===== config.mk =====
export PLATFORM = sky130hd
export DESIGN_NAME = dll_tap_ctrl
export DESIGN_NICKNAME = d
export VERILOG_FILES = /design/src/rtl/dll_tap_ctrl.sv
export SDC_FILE = /design/constraint.sdc
export NUM_CORES = 1
export LEC_CHECK = 0
export CORE_ASPECT_RATIO = 1.5
export CORE_MARGIN = 3
export CORE_UTILIZATION = 43
export DETAILED_ROUTE_END_ITERATION = 8
export SLEW_MARGIN = 10
export SYNTH_ARGS = -nofsm -noshare
export SYNTH_HDL_FRONTEND = slang
export SYNTH_SLANG_ARGS = --single-unit

===== constraint.sdc =====
create_clock -name clk -period 3.3 [get_ports clk]
set_input_delay 0.66 -clock clk [delete_from_list [all_inputs] [get_ports clk]]
set_output_delay 0.66 -clock clk [all_outputs]
set_load 0.02 [all_outputs]

===== src/rtl/dll_tap_ctrl.sv =====
// Closed-loop tap-select controller for the 256-tap DLL delay line.
// Steps the tap by majority vote of the phase detector until lock, then tracks with hysteresis.
module dll_tap_ctrl #(
    parameter int INIT_TAP   = 128,
    parameter int SETTLE_CYC = 8,
    parameter int VOTE_N     = 16,
    parameter int LOCK_CNT   = 4
) (
    input  logic       clk,
    input  logic       rst_n,
    input  logic       i_cal_start,
    input  logic       i_cal_abort,
    input  logic       i_pd_valid,
    input  logic       i_pd_late,
    input  logic       i_ovr_en,
    input  logic [7:0] i_ovr_tap,
    output logic [7:0] o_sel_index,
    output logic       o_tap_upd,
    output logic       o_busy,
    output logic       o_locked,
    output logic       o_sat_err
);

    localparam int VW = $clog2(VOTE_N) + 2;
    localparam int SW = $clog2(VOTE_N) + 1;
    localparam int CW = $clog2(SETTLE_CYC + 1) + 1;
    localparam int RW = $clog2(LOCK_CNT + 1) + 1;

    localparam logic signed [VW-1:0] VOTE_ONE  = 1;
    localparam logic        [VW-1:0] VOTE_HALF = VW'(VOTE_N / 2);
    localparam logic        [SW-1:0] SAMP_LAST = SW'(VOTE_N - 1);
    localparam logic        [CW-1:0] SETL_LAST = CW'(SETTLE_CYC);
    localparam logic        [RW-1:0] LOCK_C    = RW'(LOCK_CNT);
    localparam logic        [7:0]    INIT      = 8'(INIT_TAP);

    typedef enum logic [1:0] {IDLE, SETTLE, SAMPLE, ADJUST} state_t;

    state_t                 state;
    logic signed [VW-1:0]   vote;
    logic        [SW-1:0]   samp_cnt;
    logic        [CW-1:0]   settle_cnt;
    logic        [RW-1:0]   rev_cnt;
    logic                   last_vld;
    logic                   last_up;

    logic          vote_neg, vote_pos, vote_zero, sat_hit, is_rev;
    logic [VW-1:0] vote_mag;
    logic [RW-1:0] rev_nxt;
    logic [7:0]    tap_step;

    assign vote_neg  = vote[VW-1];
    assign vote_zero = (vote == '0);
    assign vote_pos  = !vote_neg && !vote_zero;
    assign vote_mag  = vote_neg ? -vote : vote;
    assign sat_hit   = (vote_pos && o_sel_index == 8'hFF) || (vote_neg && o_sel_index == 8'h00);
    assign is_rev    = vote_zero || (last_vld && (last_up != vote_pos));
    assign rev_nxt   = is_rev ? rev_cnt + RW'(1) : '0;
    assign tap_step  = vote_pos ? o_sel_index + 8'd1 : o_sel_index - 8'd1;

    always_ff @(posedge clk) begin
        if (!rst_n) begin
            state       <= IDLE;
            o_sel_index <= INIT;
            o_tap_upd   <= 1'b0;
            o_busy      <= 1'b0;
            o_locked    <= 1'b0;
            o_sat_err   <= 1'b0;
            vote        <= '0;
            samp_cnt    <= '0;
            settle_cnt  <= '0;
            rev_cnt     <= '0;
            last_vld    <= 1'b0;
            last_up     <= 1'b0;
        end else if (i_ovr_en) begin
            o_sel_index <= i_ovr_tap;
            o_tap_upd   <= (i_ovr_tap != o_sel_index);
            state       <= IDLE;
            o_busy      <= 1'b0;
            o_locked    <= 1'b0;
            vote        <= '0;
            samp_cnt    <= '0;
            settle_cnt  <= '0;
            rev_cnt     <= '0;
        end else if (i_cal_abort) begin
            state      <= IDLE;
            o_tap_upd  <= 1'b0;
            o_busy     <= 1'b0;
            o_locked   <= 1'b0;
            vote       <= '0;
            samp_cnt   <= '0;
            settle_cnt <= '0;
            rev_cnt    <= '0;
        end else begin
            o_tap_upd <= 1'b0;
            case (state)
                IDLE: begin
                    if (i_cal_start) begin
                        // Starting from 0 gives the first settle one extra cycle
                        // versus the in-loop settle that starts at 1.
                        state      <= SETTLE;
                        settle_cnt <= '0;
                        o_sat_err  <= 1'b0;
                        o_locked   <= 1'b0;
                        rev_cnt    <= '0;
                        o_busy     <= 1'b1;
                    end
                end
                SETTLE: begin
                    if (settle_cnt == SETL_LAST) state <= SAMPLE;
                    else settle_cnt <= settle_cnt + CW'(1);
                end
                SAMPLE: begin
                    if (i_pd_valid) begin
                        vote     <= i_pd_late ? vote - VOTE_ONE : vote + VOTE_ONE;
                        samp_cnt <= samp_cnt + SW'(1);
                        if (samp_cnt == SAMP_LAST) state <= ADJUST;
                    end
                end
                ADJUST: begin
                    vote       <= '0;
                    samp_cnt   <= '0;
                    settle_cnt <= CW'(1);
                    state      <= SETTLE;
                    if (o_locked) begin
                        // Tracking: only a clear majority moves the tap.
                        if (vote_mag >= VOTE_HALF) begin
                            if (sat_hit) o_sat_err <= 1'b1;
                            else begin
                                o_sel_index <= tap_step;
                                o_tap_upd   <= 1'b1;
                            end
                        end
                    end else if (sat_hit) begin
                        o_sat_err <= 1'b1;
                        o_busy    <= 1'b0;
                        state     <= IDLE;
                    end else begin
                        if (!vote_zero) begin
                            o_sel_index <= tap_step;
                            o_tap_upd   <= 1'b1;
                            last_vld    <= 1'b1;
                            last_up     <= vote_pos;
                        end
                        rev_cnt <= rev_nxt;
                        if (rev_nxt >= LOCK_C) begin
                            o_locked <= 1'b1;
                            o_busy   <= 1'b0;
                        end
                    end
                end
                default: state <= IDLE;
            endcase
        end
    end

endmodule

==> results.md <==
- Via density: 5.427
- Reg-to-reg slack, setup: 0.61 ns
- H-tree levels: 2
- Slew at the pin with the worst max-slew slack: 0.7294 ns
- CP max FO: 8
- Syn_area_per_cell: 8.284 sq um
- Synthesized net count: 334
- Post-synth EDFFs: 0
- Largest net degree at the start of global routing: 14
- Filler cells: ~540
- Sequential cell area: 720.7 sq um
- Max-Cap Viols: 0
- HP Class: flop to flop
- Int Power: 0.6669 mW
- Initial DRC Count: 93
- ANT nets after route: 0
- Final setup margin: 0.5573 ns
- Yosys warns: 0
- Final Max Slew Viols: 0
- Grt total ovfl: 0
- CTS tree: built
- Die span in y: 98.80 um
- Placer Congestion: 0.8314
- Switching share of power: 0.2708
- Clk buf depth: 2
- Post-synth cell types: 53
- Ys async rst share: 0
- CTS Buf Count: 5
- WL per Instance: 13.84 um
- Setup tns final: 0 ns
- Worst Path Arrival: 2.88 ns
- Place WS: 0.2306 ns
- Die area: 6705 sq um
- Crit. End Element: flop
- Vias: 2,149
- Synth Register Bits: 36
- Synthesis-to-layout area growth: 16.57%
- DR pass1 iterations: 4
- Total I/O pin count: 27
- Vias in the first global route: around 2,100
- First-pass GRT wire length: 9.522 mm
- Area of the mapped netlist: 2469 sq um
- Max Clk Rate: approximately 360 MHz
- Min Tclk post-route: 2.743 ns
- Post-synthesis sequential area ratio: 0.2919
- Crit path launch: i_pd_late
- Area of the multi-input gates: 1660 sq um
- Initial Util: 0.4462
- R2R cell count: 10
- Clock sinks: 36
- Post-cts resize count: 0
- CTS Root Buffer Type: clkbuf_8
- RSZ-0062 raised after global routing: false
- Worst R2R Start: vote[0]
- Initial antenna violation count: 0
- NetSw: 0.2476 mW
- Fin nets: 362
- Reg clk slew, reported paths: 0.07 ns
- R2r endpoint: o_sel_index[7]
- Reg power frac: 0.501
- Pwr dens: 317.8 nW/um^2
- Max VDD drop: 0.1981 mV
- Cells after Synth: slightly below 300
- Die extent in x: 67.87 um
- Gr usage total: 0.1825
- Critical Path RT: 3.44 ns
- Relative slew slack: 0.4998
- Status: completed
- Gate power share: 0.180
- CP Capture Point: vote[5]
- Leak: 1.102 nW
- Crit path launch type: input port
- I/O Buffers: 26
- Setup CP Type: input port to flop
- Setup bufs post-CTS: 0
- Post-DP HPWL: ~4.3 mm
- Drt drc: 0
- Final period util: 0.8311
- Ant diodes: 0
- Fin Clk Skew: roughly 0.0034 ns
- Fraction of layout cells with a size suffix above 1: 0.05215
- Final Hold Fails: 0
- Core Area: 5533 sq um
- Final Setup Violations: 0
- Routed WL: approximately 5.5 mm
- Core Rows: 33
- Main synth FF type: dfxtp_1
- Clk pwr share: 0.319
- CTS hold repair buffers: 0
- Worst skew pair latency: 0.28 ns
==> cell families (layout without fill, tap and decap cells) <==
family	after synthesis	in the layout	share of synthesized area
multiplexers	13	13	0.05322
AND/OR/NAND/NOR	112	112	0.2306
XOR/XNOR	21	21	0.07451
AO/OA/AOI/OAI	74	74	0.2017
adder cells (fa/ha/maj)	21	21	0.1125
buffers and inverters	21	49	0.03548
flip-flops	36	36	0.2919
==> layer usage <==
layer	wire [um]	track usage	vias up
met5	0	0	-
met3	135	0.03421	7
met2	2928	0.3233	31
met4	119	0.06585	0
met1	2299	0.2112	973
li1	-	-	1138
==> through the flow <==
stage | instance area [sq um] | total power, mW | instances | util | hold WS (ns)
after CTS | 2878 | 0.9309 | 396 | 0.5201 | 0.4760
after floorplan | 2469 | 0.5705 | 298 | - | 0.4413
final | 2878 | 0.9145 | 396 | 0.5201 | 0.4748
after detailed placement | 2800 | 0.6343 | 389 | 0.5061 | 0.4590
after global routing | 2878 | 0.9756 | 396 | 0.5201 | 0.5023
after global placement | 2800 | 0.6344 | 389 | 0.5061 | 0.4507
==> flip-flops by register name, summed over array words and instances (netlist names) <==
register,count
o_sat_err,1
last_vld,1
o_sel_index,8
samp_cnt,5
settle_cnt,5
last_up,1
state,2
o_locked,1
o_busy,1
vote,6
rev_cnt,4
o_tap_upd,1
==> synth_stat cells, types with 2 or more instances <==
| master | n | area [sq um] |
|---|---|---|
| xnor2_1 | 15 | 131.4 |
| a32oi_1 | 2 | 17.52 |
| nand3_1 | 6 | 30.03 |
| a22oi_1 | 8 | 60.06 |
| nand4_1 | 8 | 50.05 |
| a21o_1 | 2 | 15.01 |
| mux2i_1 | 12 | 120.1 |
| inv_1 | 13 | 48.80 |
| and3_1 | 5 | 31.28 |
| nand3b_1 | 2 | 15.01 |
| nand2_1 | 21 | 78.83 |
| o311ai_0 | 2 | 17.52 |
| o211ai_1 | 2 | 15.01 |
| nor4_1 | 2 | 12.51 |
| nor2_1 | 39 | 146.4 |
| fa_1 | 2 | 40.04 |
| o21ai_0 | 15 | 75.07 |
| a21oi_1 | 23 | 115.1 |
| xor2_1 | 6 | 52.55 |
| and2_1 | 4 | 25.02 |
| clkbuf_1 | 6 | 22.52 |
| nor3_1 | 6 | 30.03 |
| or2_2 | 2 | 12.51 |
| a31oi_1 | 3 | 18.77 |
| dfxtp_1 | 36 | 720.7 |
| nor2b_1 | 5 | 31.28 |
| o21bai_1 | 4 | 30.03 |
| ha_1 | 19 | 237.7 |
| a221oi_1 | 2 | 17.52 |
| nand2b_1 | 3 | 18.77 |
==> final cells by class <==
| cell class | count | share of cell area |
|---|---|---|
| clock buffers | 6 | 0.02522 |
| clock inverters | 1 | 0.001739 |
| inverters | 13 | 0.01696 |
| multi-input cells | 241 | 0.5770 |
| flip-flops and latches | 36 | 0.2504 |
| well taps | 70 | 0.03043 |
| repair buffers | 29 | 0.09826 |
==> power by group through the flow <==
| stage | sequential, mW | combinational [mW] | clock (mW) |
|---|---|---|---|
| after floorplan | 0.474 | 0.0965 | 0 |
| after global placement | 0.469 | 0.166 | 0 |
| after detailed placement | 0.468 | 0.166 | 0 |
| after CTS | 0.458 | 0.167 | 0.305 |
| after global routing | 0.460 | 0.185 | 0.331 |
| final | 0.458 | 0.165 | 0.291 |
==> worst max-delay path, stage by stage <==
cell             delay, ns
clkdlybuf4s50_1       0.65
ha_1                  0.28
a21o_1                0.17
a21oi_1               0.21
o21bai_1              0.12
mux2_2                0.28
o311ai_0              0.32
o311ai_0              0.19
==> worst min-delay path by stage <==
stage	from	to	slack (ns)	cells after the start
6_report	last_vld	last_vld	0.47	1
5_1_grt	last_vld	last_vld	0.50	1
4_1_cts	last_vld	last_vld	0.48	1
3_5_place_dp	last_vld	last_vld	0.46	1
3_3_place_gp	last_vld	last_vld	0.45	1
2_1_floorplan	last_vld	last_vld	0.44	1
==> layout by cell type (no fill, tap or decap), types with 2 or more instances in the layout <==
| cell type | n |
|---|---|
| nor4_1 | 2 |
| a21oi_1 | 23 |
| a22oi_1 | 8 |
| fa_1 | 2 |
| nand3b_1 | 2 |
| buf_4 | 3 |
| nand3_1 | 6 |
| clkdlybuf4s50_1 | 26 |
| and3_1 | 5 |
| a32oi_1 | 2 |
| nor2_1 | 39 |
| mux2i_1 | 12 |
| nand4_1 | 8 |
| dfxtp_1 | 36 |
| clkbuf_8 | 5 |
| and2_1 | 4 |
| ha_1 | 19 |
| xor2_1 | 6 |
| o311ai_0 | 2 |
| nand2b_1 | 3 |
| inv_1 | 13 |
| a221oi_1 | 2 |
| nand2_1 | 21 |
| nor2b_1 | 5 |
| o21ai_0 | 15 |
| o211ai_1 | 2 |
| xnor2_1 | 15 |
| or2_2 | 2 |
| nor3_1 | 6 |
| a31oi_1 | 3 |
| a21o_1 | 2 |
| o21bai_1 | 4 |
Power figures use the tool's default switching activity.
